[config.mk]
export PLATFORM = sky130hd
export DESIGN_NAME = wb_regfile_scoreboard
export DESIGN_NICKNAME = d
export VERILOG_FILES = /design/src/rtl/wb_regfile_scoreboard.sv
export SDC_FILE = /design/constraint.sdc
export NUM_CORES = 2
export LEC_CHECK = 0
export CAP_MARGIN = 40
export CORE_MARGIN = 3
export CORE_UTILIZATION = 65
export CTS_CLUSTER_SIZE = 20
export DETAILED_ROUTE_END_ITERATION = 12
export DONT_BUFFER_PORTS = 1
export PLACE_DENSITY = 0.81
export SYNTH_ARGS = -nofsm -noshare
export SYNTH_HDL_FRONTEND = slang
export SYNTH_SLANG_ARGS = --single-unit
[constraint.sdc]
create_clock -name clk_i -period 41.6 [get_ports clk_i]
set_clock_uncertainty 0.15 [all_clocks]
set_input_delay 8.32 -clock clk_i [delete_from_list [all_inputs] [get_ports clk_i]]
set_output_delay 8.32 -clock clk_i [all_outputs]
set_load 0.1 [all_outputs]
[src/rtl/wb_regfile_scoreboard.sv]
// Integer register file with a per-register pending-write scoreboard.
// Decode reads and hazard stalls are combinational; the write-back port retires pending marks.
module wb_regfile_scoreboard #(
  parameter int XLEN   = 32,
  parameter int NREGS  = 32,
  parameter int ADDR_W = 5,
  parameter int CNT_W  = 2
) (
  input  logic              clk_i,
  input  logic              rst_i,
  input  logic [ADDR_W-1:0] dec_rs1_addr_i,
  input  logic [ADDR_W-1:0] dec_rs2_addr_i,
  input  logic              dec_rs1_use_i,
  input  logic              dec_rs2_use_i,
  input  logic [ADDR_W-1:0] dec_rd_addr_i,
  input  logic              dec_rd_write_i,
  input  logic              dec_issue_i,
  output logic [XLEN-1:0]   dec_rs1_data_o,
  output logic [XLEN-1:0]   dec_rs2_data_o,
  output logic              dec_stall_o,
  input  logic              wb_write_enable_i,
  input  logic [ADDR_W-1:0] wb_write_addr_i,
  input  logic [XLEN-1:0]   wb_write_data_i,
  output logic [NREGS-1:0]  busy_mask_o,
  output logic              sb_err_o
);

  localparam logic [CNT_W-1:0] CNT_MAX = {CNT_W{1'b1}};
  localparam logic [CNT_W-1:0] CNT_ONE = CNT_W'(1);

  logic [XLEN-1:0]  regs_q [NREGS];
  logic [CNT_W-1:0] cnt_q  [NREGS];
  logic             sb_err_q;

  logic [NREGS-1:0] wb_hit;
  logic [NREGS-1:0] inc_hit;
  logic [NREGS-1:0] cnt_zero;
  logic             rs1_pend;
  logic             rs2_pend;
  logic             rd_sat;
  logic             accept;

  // One-hot write-back decode; x0 never decodes so it is never written or retired.
  always_comb begin
    wb_hit = '0;
    if (wb_write_enable_i && (wb_write_addr_i != '0))
      wb_hit[wb_write_addr_i] = 1'b1;
  end

  always_comb begin
    cnt_zero = '0;
    for (int r = 0; r < NREGS; r++)
      cnt_zero[r] = (cnt_q[r] == '0);
  end

  // A same-cycle write-back retiring the last pending write clears the hazard.
  always_comb begin
    rs1_pend = 1'b0;
    rs2_pend = 1'b0;
    rd_sat   = 1'b0;
    if (dec_rs1_addr_i != '0)
      rs1_pend = !cnt_zero[dec_rs1_addr_i] &&
                 !(wb_hit[dec_rs1_addr_i] && (cnt_q[dec_rs1_addr_i] == CNT_ONE));
    if (dec_rs2_addr_i != '0)
      rs2_pend = !cnt_zero[dec_rs2_addr_i] &&
                 !(wb_hit[dec_rs2_addr_i] && (cnt_q[dec_rs2_addr_i] == CNT_ONE));
    if (dec_rd_addr_i != '0)
      rd_sat = (cnt_q[dec_rd_addr_i] == CNT_MAX) && !wb_hit[dec_rd_addr_i];
  end

  always_comb begin
    dec_stall_o = dec_issue_i && ((dec_rs1_use_i && rs1_pend) ||
                                  (dec_rs2_use_i && rs2_pend) ||
                                  (dec_rd_write_i && rd_sat));
    accept      = dec_issue_i && !dec_stall_o;
  end

  always_comb begin
    inc_hit = '0;
    if (accept && dec_rd_write_i && (dec_rd_addr_i != '0))
      inc_hit[dec_rd_addr_i] = 1'b1;
  end

  always_comb begin
    if (dec_rs1_addr_i == '0)
      dec_rs1_data_o = '0;
    else if (wb_write_enable_i && (wb_write_addr_i == dec_rs1_addr_i))
      dec_rs1_data_o = wb_write_data_i;
    else
      dec_rs1_data_o = regs_q[dec_rs1_addr_i];
  end

  always_comb begin
    if (dec_rs2_addr_i == '0)
      dec_rs2_data_o = '0;
    else if (wb_write_enable_i && (wb_write_addr_i == dec_rs2_addr_i))
      dec_rs2_data_o = wb_write_data_i;
    else
      dec_rs2_data_o = regs_q[dec_rs2_addr_i];
  end

  // Saturation stall guarantees an accepted increment never wraps the counter.
  always_ff @(posedge clk_i or posedge rst_i) begin
    if (rst_i) begin
      for (int r = 0; r < NREGS; r++) begin
        regs_q[r] <= '0;
        cnt_q[r]  <= '0;
      end
    end else begin
      for (int r = 1; r < NREGS; r++) begin
        if (wb_hit[r])
          regs_q[r] <= wb_write_data_i;
        case ({inc_hit[r], wb_hit[r]})
          2'b10:   cnt_q[r] <= cnt_q[r] + CNT_ONE;
          2'b01:   if (!cnt_zero[r]) cnt_q[r] <= cnt_q[r] - CNT_ONE;
          default: cnt_q[r] <= cnt_q[r];
        endcase
      end
    end
  end

  always_ff @(posedge clk_i or posedge rst_i) begin
    if (rst_i)
      sb_err_q <= 1'b0;
    else if (|(wb_hit & cnt_zero))
      sb_err_q <= 1'b1;
  end

  always_comb begin
    busy_mask_o = ~cnt_zero;
    busy_mask_o[0] = 1'b0;
  end

  assign sb_err_o = sb_err_q;

endmodule

# == After elaboration in Yosys (flattened, before gate mapping) ==
# Cells that the tools add are included.
# op_classes
bitwise_logic,5
shift,0
n_mul,0
n_lt_le_gt_ge,9
n_mux,100
add_sub_neg,62
div,0
n_eq_ne,98
n_reduce_logical,126
# op_table
cell,n
32-bit binary-select mux with 5-bit select,2
32-bit 2-to-1 mux,10
2-bit case mux with 2 select lines,31
2-bit 2-to-1 mux,37
2-bit by 1-bit == test with 1-bit output (second input constant),33
2-bit == test (second input constant),32
2-bit logical NOT,32
2-bit by 1-bit adder with 2-bit output (second input constant),31
2-bit != test (second input constant),31
2-bit AND reduction,31
2-bit nonzero test,31
2-bit by 1-bit subtractor with 2-bit output (second input constant),31
32-bit AND,1
32-bit NOT,1
32-bit OR reduction,1
2-bit binary-select mux with 5-bit select,3
1-bit binary-select mux with 5-bit select,5
5-bit by 6-bit less-than comparator with 1-bit output (second input constant),4
5-bit nonzero test,4
6-bit greater-or-equal comparator (second input constant),3
5-bit NOT with 6-bit output,3
1-bit logical AND,17
1-bit demux with 5-bit select,2
5-bit == test,2
5 further kinds,22
# totals
ram_bits,0
out_inout_bits,98
latchBits,0
memories,0
reg_bits,1055
romBits,0
in_bits,59

# == Logic depth before layout (Yosys ltp) ==
# depth
ltp_word,23
mapped_depth,14

# == Worst setup path before layout ==
# No wires, ideal clock.
# synth_path
path_kind,input port to output port
start,input dec_rs1_addr_i[0]
end,output dec_rs1_data_o[11]
path_buffers,7
path_stages,11
required_time_ps,33130
arrival_ps,12303
slack_ps,20827
path_cell_list,buf_6 buf_2 buf_4 buf_4 buf_4 buf_4 clkbuf_1 a221oi_1 a2111oi_0 a21oi_1 a211oi_1
# synth_between
elab_chain_len,6
word_cells_on_any_way,9
# synth_rtl
element,line_no,rtl
start: declaration,11,"input logic [ADDR_W-1:0] dec_rs1_addr_i,"
5-bit NOT with 6-bit output (not written as such),90,dec_rs1_data_o = regs_q[dec_rs1_addr_i];
32-bit binary-select mux with 5-bit select,90,
32-bit 2-to-1 mux (not written as such) (2 in a row),90,
32-bit 2-to-1 mux,87,else if (wb_write_enable_i && (wb_write_addr_i == dec_rs1_addr_i))
32-bit 2-to-1 mux (*),85,if (dec_rs1_addr_i == '0)
end: declaration,18,"output logic [XLEN-1:0] dec_rs1_data_o,"
# Every way passes the cells marked *; elsewhere a longest branch is shown, timed or not. The select of a mux whose other input is x is not followed.

# == Final worst setup path ==
# layout_path
start,input dec_rs1_addr_i[0]
end,output dec_rs1_data_o[30]
# Same word-level chain as after synthesis.

==> summary.md <==
| Metric | Value |
|---|---|
| Largest cells by area after synthesis | `dfrtp_1 43%, mux4_2 20%, nand2_1 14%` |
| CP Capture Type | `primary output` |
| Post-CTS Hold Fix Bufs | `0` |
| R2R cell count | `10` |
| Reg area | `26400 um^2` |
| Leakage | `31.19 nW` |
| Clk buf depth | `3` |
| CP Cell Sequence | `xor2_1 -> nor2_1 -> nand2_4 -> buf_4 -> nor2_1 -> a211oi_4 -> buf_16` |
| Worst slew pin tran | `2.392 ns` |
| Number of remaining DRC errors | `0` |
| Width of the die | `roughly 310 um` |
| GRT Util Overall | `0.4515` |
| Hold Crit Class | `flip-flop to flip-flop` |
| Failing checks | `max-slew violations` |
| Min-delay src | `regs_q[200]` |
| Critical-path top delay cell | `xor2_1` |
| Global-route wire length before repair | `~330 mm` |
| Post_cts resized | `0` |
| Unrepaired setup endpoints after global routing | `false` |
| CTS Buf Count | `between 100 and 150` |
| Top FF cell, synth | `dfrtp_1` |
| Sequential area share after synthesis | `0.4321` |
| TritonRoute pass-1 iters | `8` |
| Outcome | `complete, but fails checks` |
| Pins Over Slew Limit | `429` |
| GRT overflow | `0` |
| Hold Vio Cnt, Final | `0` |
| Required time worst endpoint | `~33 ns` |
| Max incr delay on CP | `0.70 ns` |
| Crit path DAT | `approximately 13 ns` |
| CTS root buffer | `clkbuf_16` |
| RR Startpoint | `cnt_q[47]` |
| Layout area overhead | `10.86%` |
| Synth warn | `34` |
| Max-cap violations | `0` |
| Synth Cell Area | `61100 um^2` |
| Cell Pwr Density | `47.94 nW/um^2` |
| # rows | `111` |
| Number of global-route vias before repair | `between 50k and 60k` |
| GP Congestion | `1.047` |
| Core box area | `approximately 92000 um^2` |
| Crit Reg-Reg Endpoint | `cnt_q[26]` |
| Synth cell types | `79` |
| Synthesis-stage register bit count | `1055` |
| Drt via density | `7.470` |
| Number of synthesized flops with an enable pin | `0` |
| Port Buffers | `0` |
| Reg-to-reg slack, setup | `37.52 ns` |
| Setup Buffers After CTS | `0` |
| Largest net degree at the start of global routing | `between 200 and 300` |
| Vias post-DR | `52.27k` |
| Post-synth ARST share | `1.000` |
| Post-DP HPWL | `~130 mm` |
| Multi-input gate area | `roughly 33000 um^2` |
| CP Class | `input port to primary output` |
| Share of cells above drive strength 1 | `0.2446` |
| CP Launch Type | `input port` |
| Antenna-violating nets left | `0` |
| Clock Latency Late Sink | `~0.70 ns` |
| Clock sinks | `1055` |
| Total wire length | `219.7 mm` |
| Top-count cell post-synth | `nand2_1` |
| Initial cell density of the core | `0.6606` |
| Die area | `97720 um^2` |
| Setup TNS | `0 ns` |
| Area leader, netlist | `dfrtp_1` |
| Setup WS post-layout | `approximately 20 ns` |
| Initial antenna violation count | `10` |
| Drt initial violations | `9082` |
| Post-route minimum period | `21.04 ns` |
| Clk slew on worst S/H paths | `about 0.06 ns` |
| Post-synth top cells | `2339 x nand2_1, 1055 x dfrtp_1, 546 x mux4_2` |
| CP Max Fanout | `286` |
| Worst vdd ir | `0.04847 mV` |
| Mapped Cells | `5916` |
| Die Ht | `312.6 um` |
| Fill cell instance count of the final layout | `5841` |
| Period utilization | `0.5058` |
| Worst path most repeated cell | `nor2_1` |
| Htree depth | `3` |
| Post-synth net total | `5975` |
| Final setup fails | `0` |
| Final #Nets | `roughly 5.7k` |
| WL per Instance | `approximately 31 um` |
| CTS tree | `yes` |
| Crit path buf inv count | `2` |
| Dpl ws | `21.29 ns` |
| Rel. slew slack | `-0.5945` |
| Mapped Avg Cell Area | `10.33 um^2` |
| Crit path max-delay family | `simple AND/OR/NAND/NOR gates` |
| # IOs | `157` |
| Critical path origin | `dec_rs1_addr_i[0]` |
| Yosys top cell area share | `0.4321` |
| End point of the critical path | `dec_rs1_data_o[30]` |
| Fmax | `approximately 48 MHz` |
| Worst path depth | `7` |
-- metrics by stage --
step | cells | hold WS, ns | total power [mW] | area (um^2) | utilization
finish | 6998 | 0.3421 | 3.247 | 67740 | 0.7323
global route | 6991 | 0.3580 | 3.343 | 67720 | 0.7321
detailed placement | 6798 | 0.3251 | 2.205 | 64050 | 0.6924
global placement | 6692 | 0.3185 | 2.085 | 61910 | 0.6694
CTS | 6989 | 0.3417 | 3.215 | 67680 | 0.7317
floorplan | 5916 | 0.3072 | 1.987 | 61100 | -
-- worst min-delay path by stage --
| stage | endpoint | slack, ns | depth (start not counted) |
|---|---|---|---|
| detailed placement | regs_q[904] | 0.33 | 2 |
| finish | regs_q[200] | 0.34 | 2 |
| global route | regs_q[973] | 0.36 | 2 |
| CTS | regs_q[904] | 0.34 | 2 |
| global placement | regs_q[425] | 0.32 | 2 |
| floorplan | regs_q[896] | 0.31 | 2 |
-- metal layers --
layer	vias to the layer above	track usage	wire length (um)
met5	-	0.01038	39
met3	1460	0.1837	35450
met4	6	0.3274	20840
met1	25690	0.5627	70070
met2	4967	0.6390	93340
li1	20150	-	-
-- power breakdown --
group | internal, mW | total (mW) | switching, mW
clock | 0.582 | 1.01 | 0.432
combinational | 0.399 | 0.850 | 0.451
sequential | 1.22 | 1.38 | 0.167
-- worst reg2reg max path, cell delays in order (launching register included) --
cell,delay (ns)
dfrtp_1,0.50
nand2b_1,0.22
mux4_2,0.46
nor4_1,0.38
nor3_1,0.10
a2bb2oi_1,0.22
o32a_2,0.26
buf_4,0.57
buf_4,0.71
a22o_1,0.31
nand3_1,0.08
-- sequential cells by signal, summed over array words and instances (netlist names) --
name      count
regs_q      992
cnt_q        62
sb_err_o      1
-- cells in the final DEF, fill, tap and decap left out, drive strengths merged, types with 5 or more instances in the layout --
| cell type | netlist | final |
|---|---|---|
| nor3b | 23 | 23 |
| a21oi | 69 | 69 |
| nand4 | 52 | 52 |
| buf | 181 | 187 |
| or2 | 9 | 9 |
| nand3b | 17 | 17 |
| nor2b | 28 | 28 |
| o2bb2ai | 21 | 21 |
| nor4 | 37 | 37 |
| mux2i | 86 | 86 |
| o22ai | 10 | 10 |
| nand3 | 97 | 97 |
| clkbuf | 366 | 153 |
| a211oi | 61 | 61 |
| nand2 | 2340 | 2340 |
| nand2b | 13 | 13 |
| and3 | 5 | 5 |
| inv | 37 | 40 |
| o211ai | 21 | 21 |
| a221oi | 57 | 57 |
| a22oi | 5 | 5 |
| xor2 | 10 | 10 |
| nor3 | 26 | 26 |
| clkinv | 1 | 21 |
| dfrtp | 1055 | 1055 |
| clkinvlp | 0 | 6 |
| o31ai | 6 | 6 |
| o21ai | 35 | 35 |
| a2111oi | 59 | 59 |
| nor2 | 214 | 214 |
| nand4b | 6 | 6 |
| mux4 | 546 | 546 |
| a22o | 23 | 23 |
| diode | 0 | 7 |
| bufinv | 0 | 9 |
| and2 | 16 | 16 |
| mux2 | 328 | 328 |
-- final cells by class --
class	count	area share
diodes	7	0.0002586
clock inverters	38	0.007075
clock buffers	153	0.04657
multi-input cells	4276	0.4896
inverters	38	0.002327
well taps	1243	0.02296
flip-flops and latches	1055	0.3897
repair buffers	188	0.04149
-- cells by family after synthesis --
| family | count (synthesis) | synth area share |
|---|---|---|
| xor+xnor | 12 | 0.001720 |
| simple gates | 2902 | 0.1993 |
| mux | 960 | 0.2758 |
| compound gates | 401 | 0.04923 |
| buf+inv | 585 | 0.04179 |
| other cells | 1 | 0.00006137 |
| flops | 1055 | 0.4321 |
(Power assumes the default switching activity.)
